`src/rtl/regfile_pkg.sv`:
```
// Shared constants for the register file and its port arbiter.
package regfile_pkg;

  localparam int DATA_W   = 16;
  localparam int ADDR_W   = 4;
  localparam int NUM_REGS = 1 << ADDR_W;

  typedef enum logic {
    PORT_ALU = 1'b0,
    PORT_LD  = 1'b1
  } port_e;

endpackage

```
`src/rtl/regfile_port_arbiter_rr_arbiter2.sv`:
```
// Two-way round-robin grant for the write port; priority goes to the port
// that did not win the last completed write.
module rr_arbiter2
  import regfile_pkg::*;
(
  input  logic       clk,
  input  logic       rst,
  input  logic [1:0] req_i,
  output logic [1:0] grant_o
);

  port_e rr_last_q, rr_last_d;

  // NOTE: every combinational output gets a default before any branch, so no
  // path leaves a signal unassigned and no latch is inferred.
  always_comb begin
    grant_o   = 2'b00;
    rr_last_d = rr_last_q;
    if (!rst) begin
      case (req_i)
        2'b01:   grant_o = 2'b01;
        2'b10:   grant_o = 2'b10;
        2'b11:   grant_o = (rr_last_q == PORT_LD) ? 2'b01 : 2'b10;
        default: grant_o = 2'b00;
      endcase
    end
    // A grant is only issued against a valid request, so a grant is a completed write.
    if (|grant_o) rr_last_d = grant_o[PORT_LD] ? PORT_LD : PORT_ALU;
  end

  // NOTE: state registers use non-blocking assignments so every flop samples
  // its pre-edge inputs regardless of process evaluation order.
  always_ff @(posedge clk) begin
    if (rst) rr_last_q <= PORT_LD;
    else     rr_last_q <= rr_last_d;
  end

endmodule

```
`src/rtl/regfile_port_arbiter.sv`:
```
// Arbitrates the register file write port between ALU and load writeback,
// drives the paired read port, and stalls reads/reservations on pending writes.
module regfile_port_arbiter
  import regfile_pkg::*;
(
  input  logic              clk,
  input  logic              rst,
  input  logic [1:0]        wr_valid,
  input  logic [ADDR_W-1:0] wr_addr0,
  input  logic [ADDR_W-1:0] wr_addr1,
  input  logic [DATA_W-1:0] wr_data0,
  input  logic [DATA_W-1:0] wr_data1,
  output logic [1:0]        wr_ready,
  input  logic              rsv_valid,
  input  logic [ADDR_W-1:0] rsv_addr,
  output logic              rsv_ready,
  input  logic              rd_valid,
  input  logic [ADDR_W-1:0] rd_aa,
  input  logic [ADDR_W-1:0] rd_ba,
  output logic              rd_ready,
  output logic              rd_resp_valid,
  output logic [DATA_W-1:0] rf_D,
  output logic [ADDR_W-1:0] rf_DA,
  output logic [ADDR_W-1:0] rf_AA,
  output logic [ADDR_W-1:0] rf_BA,
  output logic              rf_RW
);

  logic [1:0]          wr_grant;
  logic [1:0]          wr_fire;
  logic                collision;
  logic [NUM_REGS-1:0] sb_q, sb_d;
  logic                rd_resp_valid_q, rd_resp_valid_d;

  rr_arbiter2 u_arb (
    .clk     (clk),
    .rst     (rst),
    .req_i   (wr_valid),
    .grant_o (wr_grant)
  );

  assign wr_ready = wr_grant;
  assign wr_fire  = wr_valid & wr_grant;
  assign rf_AA    = rd_aa;
  assign rf_BA    = rd_ba;

  always_comb begin
    rf_RW = |wr_fire;
    rf_DA = '0;
    rf_D  = '0;
    if (wr_fire[PORT_LD]) begin
      rf_DA = wr_addr1;
      rf_D  = wr_data1;
    end else if (wr_fire[PORT_ALU]) begin
      rf_DA = wr_addr0;
      rf_D  = wr_data0;
    end
  end

  // The register file reads pre-write data on a same-edge write, so a read
  // that hits the register being written this cycle must wait one cycle.
  always_comb begin
    collision       = rf_RW && ((rf_DA == rd_aa) || (rf_DA == rd_ba));
    rsv_ready       = !sb_q[rsv_addr];
    rd_ready        = !sb_q[rd_aa] && !sb_q[rd_ba] && !collision;
    rd_resp_valid_d = rd_valid && rd_ready;
    sb_d            = sb_q;
    if (rf_RW)                  sb_d[rf_DA]    = 1'b0;
    if (rsv_valid && rsv_ready) sb_d[rsv_addr] = 1'b1;
  end

  // NOTE: the scoreboard is a handful of flops whose cleared state is
  // architectural, so it is reset like any other control register.
  always_ff @(posedge clk) begin
    if (rst) begin
      sb_q            <= '0;
      rd_resp_valid_q <= 1'b0;
    end else begin
      sb_q            <= sb_d;
      rd_resp_valid_q <= rd_resp_valid_d;
    end
  end

  assign rd_resp_valid = rd_resp_valid_q;

endmodule
```
`config.mk`:
```
export PLATFORM = sky130hd
export DESIGN_NAME = regfile_port_arbiter
export DESIGN_NICKNAME = d
export VERILOG_FILES = /design/src/rtl/regfile_pkg.sv /design/src/rtl/regfile_port_arbiter_rr_arbiter2.sv /design/src/rtl/regfile_port_arbiter.sv
export SDC_FILE = /design/constraint.sdc
export NUM_CORES = 1
export LEC_CHECK = 0
export CAP_MARGIN = 40
export CORE_MARGIN = 4
export CORE_UTILIZATION = 35
export DETAILED_ROUTE_END_ITERATION = 6
export PLACE_DENSITY = 0.77
export SLEW_MARGIN = 20
export SYNTH_ARGS = -nofsm -noshare
export SYNTH_HDL_FRONTEND = slang
export SYNTH_SLANG_ARGS = --single-unit
```
`constraint.sdc`:
```
create_clock -name clk -period 5.3 [get_ports clk]
set_input_delay 1.06 -clock clk [delete_from_list [all_inputs] [get_ports clk]]
set_output_delay 1.06 -clock clk [all_outputs]
set_load 0.02 [all_outputs]
```
==> metrics.txt <==
Worst Setup SP=rd_ba[0]; die width=~76 um; maximum VDD drop=between 0.0001 and 0.00015 V; core area=0.004384 mm^2; multi-input logic area=between 0.001 and 0.0015 mm^2; status=complete, no violations; Primary FF master, synth=dfxtp_1; Place WS=0.4177 ns; met3 Use GR=0.01715; hold path depth=2; initial antenna violation count=0; ys async rst share=0; slowest stage delay, CP=~0.66 ns; HP Class=flop to flop; Slew headroom=0.5308; first-pass GRT wire length=approximately 8.3 mm; Routed Antenna Nets=0; # setup viols final=0; WL per Instance=18.58 um; met2 global-route usage=0.2867; CTS H-tree depth=1; GRT overflow=0; clock transition at the registers of the reported paths=0.07 ns; DRC viols=0; area fraction of the dominant cell type after synthesis=0.2245; antenna cells=0; Post-synth top cells=nand2_1, dfxtp_1, a21oi_1, a22o_1, o21ai_0; M1 GR Usage=0.2809; nets@finish=around 310; largest net degree at the start of global routing=21; CTS tree=yes; Yosys top cell by area=dfxtp_1; Top cell by count, worst path=clkdlybuf4s50_1; Slew @ Worst Pin=roughly 0.69 ns; Max stage delay cell, worst path=clkdlybuf4s50_1; Seq. cell area=~360 um^2; sequential share of the synthesized area=0.2245; vias in the first global route=roughly 1,600; Detail Placement HPWL=4.521 mm; Post-synth EDFFs=0; Yosys warnings=0; CP endpoint=rd_ready; Initial DRT Pass Iterations=4; Sink Count=18; max-slew violation count=0; row count=24; area delta synth->final=56.27%; gr usage total=0.1892; postcts setup bufs=0; Die H=between 70 and 80 um; syn_nets=237; Worst Setup Start Kind=input port; Layout Utilization=0.5722; MaxCap Viol Count=0; RD Place Congestion=~0.95; CTS Root Cell=clkbuf_8; Vias/cell=5.781; Cells after Synth=about 180; count leader, synth=nand2_1; r2r setup slk=just over 3 ns; cts repair resizes=0; achievable frequency=around 200 MHz; final WL=between 5 and 6 mm; GR peak layer=met2; Die Area=~0.0057 mm^2; Final Hold Viols=0; Initial Util=0.3662; CP Cell Sequence=clkdlybuf4s50_1, mux4_1, mux4_2, a211o_1, a21oi_1, clkdlybuf4s50_1; CP Capture Type=primary output; period utilization=0.9235; layout cells sized above 1=0.08661; RSZ-0062 raised after global routing=no; worst setup margin=just over 0.4 ns; RR Startpoint=sb_q[12]; Final Skew=approximately 0.0017 ns; LEAKAGE=0.0008992 uW; later-pin clock latency in the skew report=0.26 ns; DRT iter0 DRCs=107; Design Power=423.4 uW; FILL cells=431; r2r worst-path depth=4; pwr/cell area=168.8 mW/mm^2; Worst EP required=between 4 and 5 ns; Post-Syn Area per Cell=between 8 and 9 um^2; CTS max path bufs=2; Max Fanout on Critical Path=7; Buffers on Ports=91; setup TNS=0 ns; Yosys reg bits=18; Top Ports=92; mapped cell area=about 0.0016 mm^2; Area contributors post-synth=dfxtp_1, mux4_2, a22o_1; TritonCTS buffer count=3; fin crit period=roughly 5 ns; Hold Buf Count CTS=0; Vias=approximately 1,800; Critical Path AT=around 3.8 ns; Worst R2R End=rd_resp_valid; Crit Path Category=input port to primary output; Cell variety after synth=slightly above 40
through the flow:
step / area (um^2) / hold WS, ns / std cells
after CTS: 2509 / 0.5123 / 306
after global routing: 2509 / 0.5374 / 306
final: 2509 / 0.5192 / 306
after global placement: 2454 / 0.4871 / 302
after floorplan: 1605 / 0.4632 / 179
after detailed placement: 2454 / 0.4945 / 302
metal layers:
metal	vias to the layer above	share of wire
met5	-	0
met4	0	0.011
met3	7	0.096
met2	96	0.48
met1	824	0.42
li1	842	-
power breakdown:
group          switching (uW)  internal (uW)  total (uW)
sequential               3.91            139         143
clock                    47.0           66.1         113
combinational            76.8           90.5         167
total                     128            296         423
cell families after synthesis:
kind of cell,Yosys count,synth area share
AO/OA/AOI/OAI,64,0.2782
AND/OR/NAND/NOR,51,0.1645
buffers and inverters,28,0.1005
flip-flops,18,0.2245
multiplexers,16,0.2214
XOR/XNOR,2,0.01091
worst min path at each step:
stage / to / startpoint / slack, ns
2_1_floorplan: sb_q[10] / sb_q[10] / 0.46
3_3_place_gp: sb_q[9] / sb_q[9] / 0.49
3_5_place_dp: sb_q[2] / sb_q[2] / 0.49
4_1_cts: sb_q[2] / sb_q[2] / 0.51
5_1_grt: sb_q[2] / sb_q[2] / 0.54
6_report: sb_q[2] / sb_q[2] / 0.52
cells in the final DEF (no fill, tap or decap), types with 2 or more instances in the layout:
master | synthesis | layout
a21oi_1 | 17 | 17
a22o_1 | 16 | 16
a32oi_1 | 4 | 4
clkbuf_8 | 1 | 4
clkdlybuf4s50_1 | 0 | 91
dfxtp_1 | 18 | 18
inv_1 | 4 | 4
inv_2 | 3 | 3
mux4_1 | 4 | 4
mux4_2 | 10 | 10
nand2_1 | 19 | 19
nand3_1 | 6 | 6
nor2_1 | 4 | 4
nor2b_1 | 2 | 2
nor3_1 | 4 | 4
o21ai_0 | 11 | 11
o31ai_1 | 10 | 10
or2_1 | 4 | 4
or3_1 | 2 | 2
xnor2_1 | 2 | 2
critical path, delay by kind of cell:
family,cells,cell delay (ns)
AOI/OAI and AO/OA,2,0.41
buffers and inverters,2,1.28
muxes,2,1.08
final cells by class:
class	count	area share
Clock buffer	4	0.02195
Inverter	7	0.01047
Multi-Input combinational cell	133	0.4319
Sequential cell	18	0.1436
Tap cell	52	0.02594
Timing Repair Buffer	92	0.3661
registers in the layout, summed over array words and instances (netlist names):
name	flops
sb_q	16
u_arb.rr_last_q	1
rd_resp_valid	1
No activity file was read; power rests on OpenSTA's default activity.
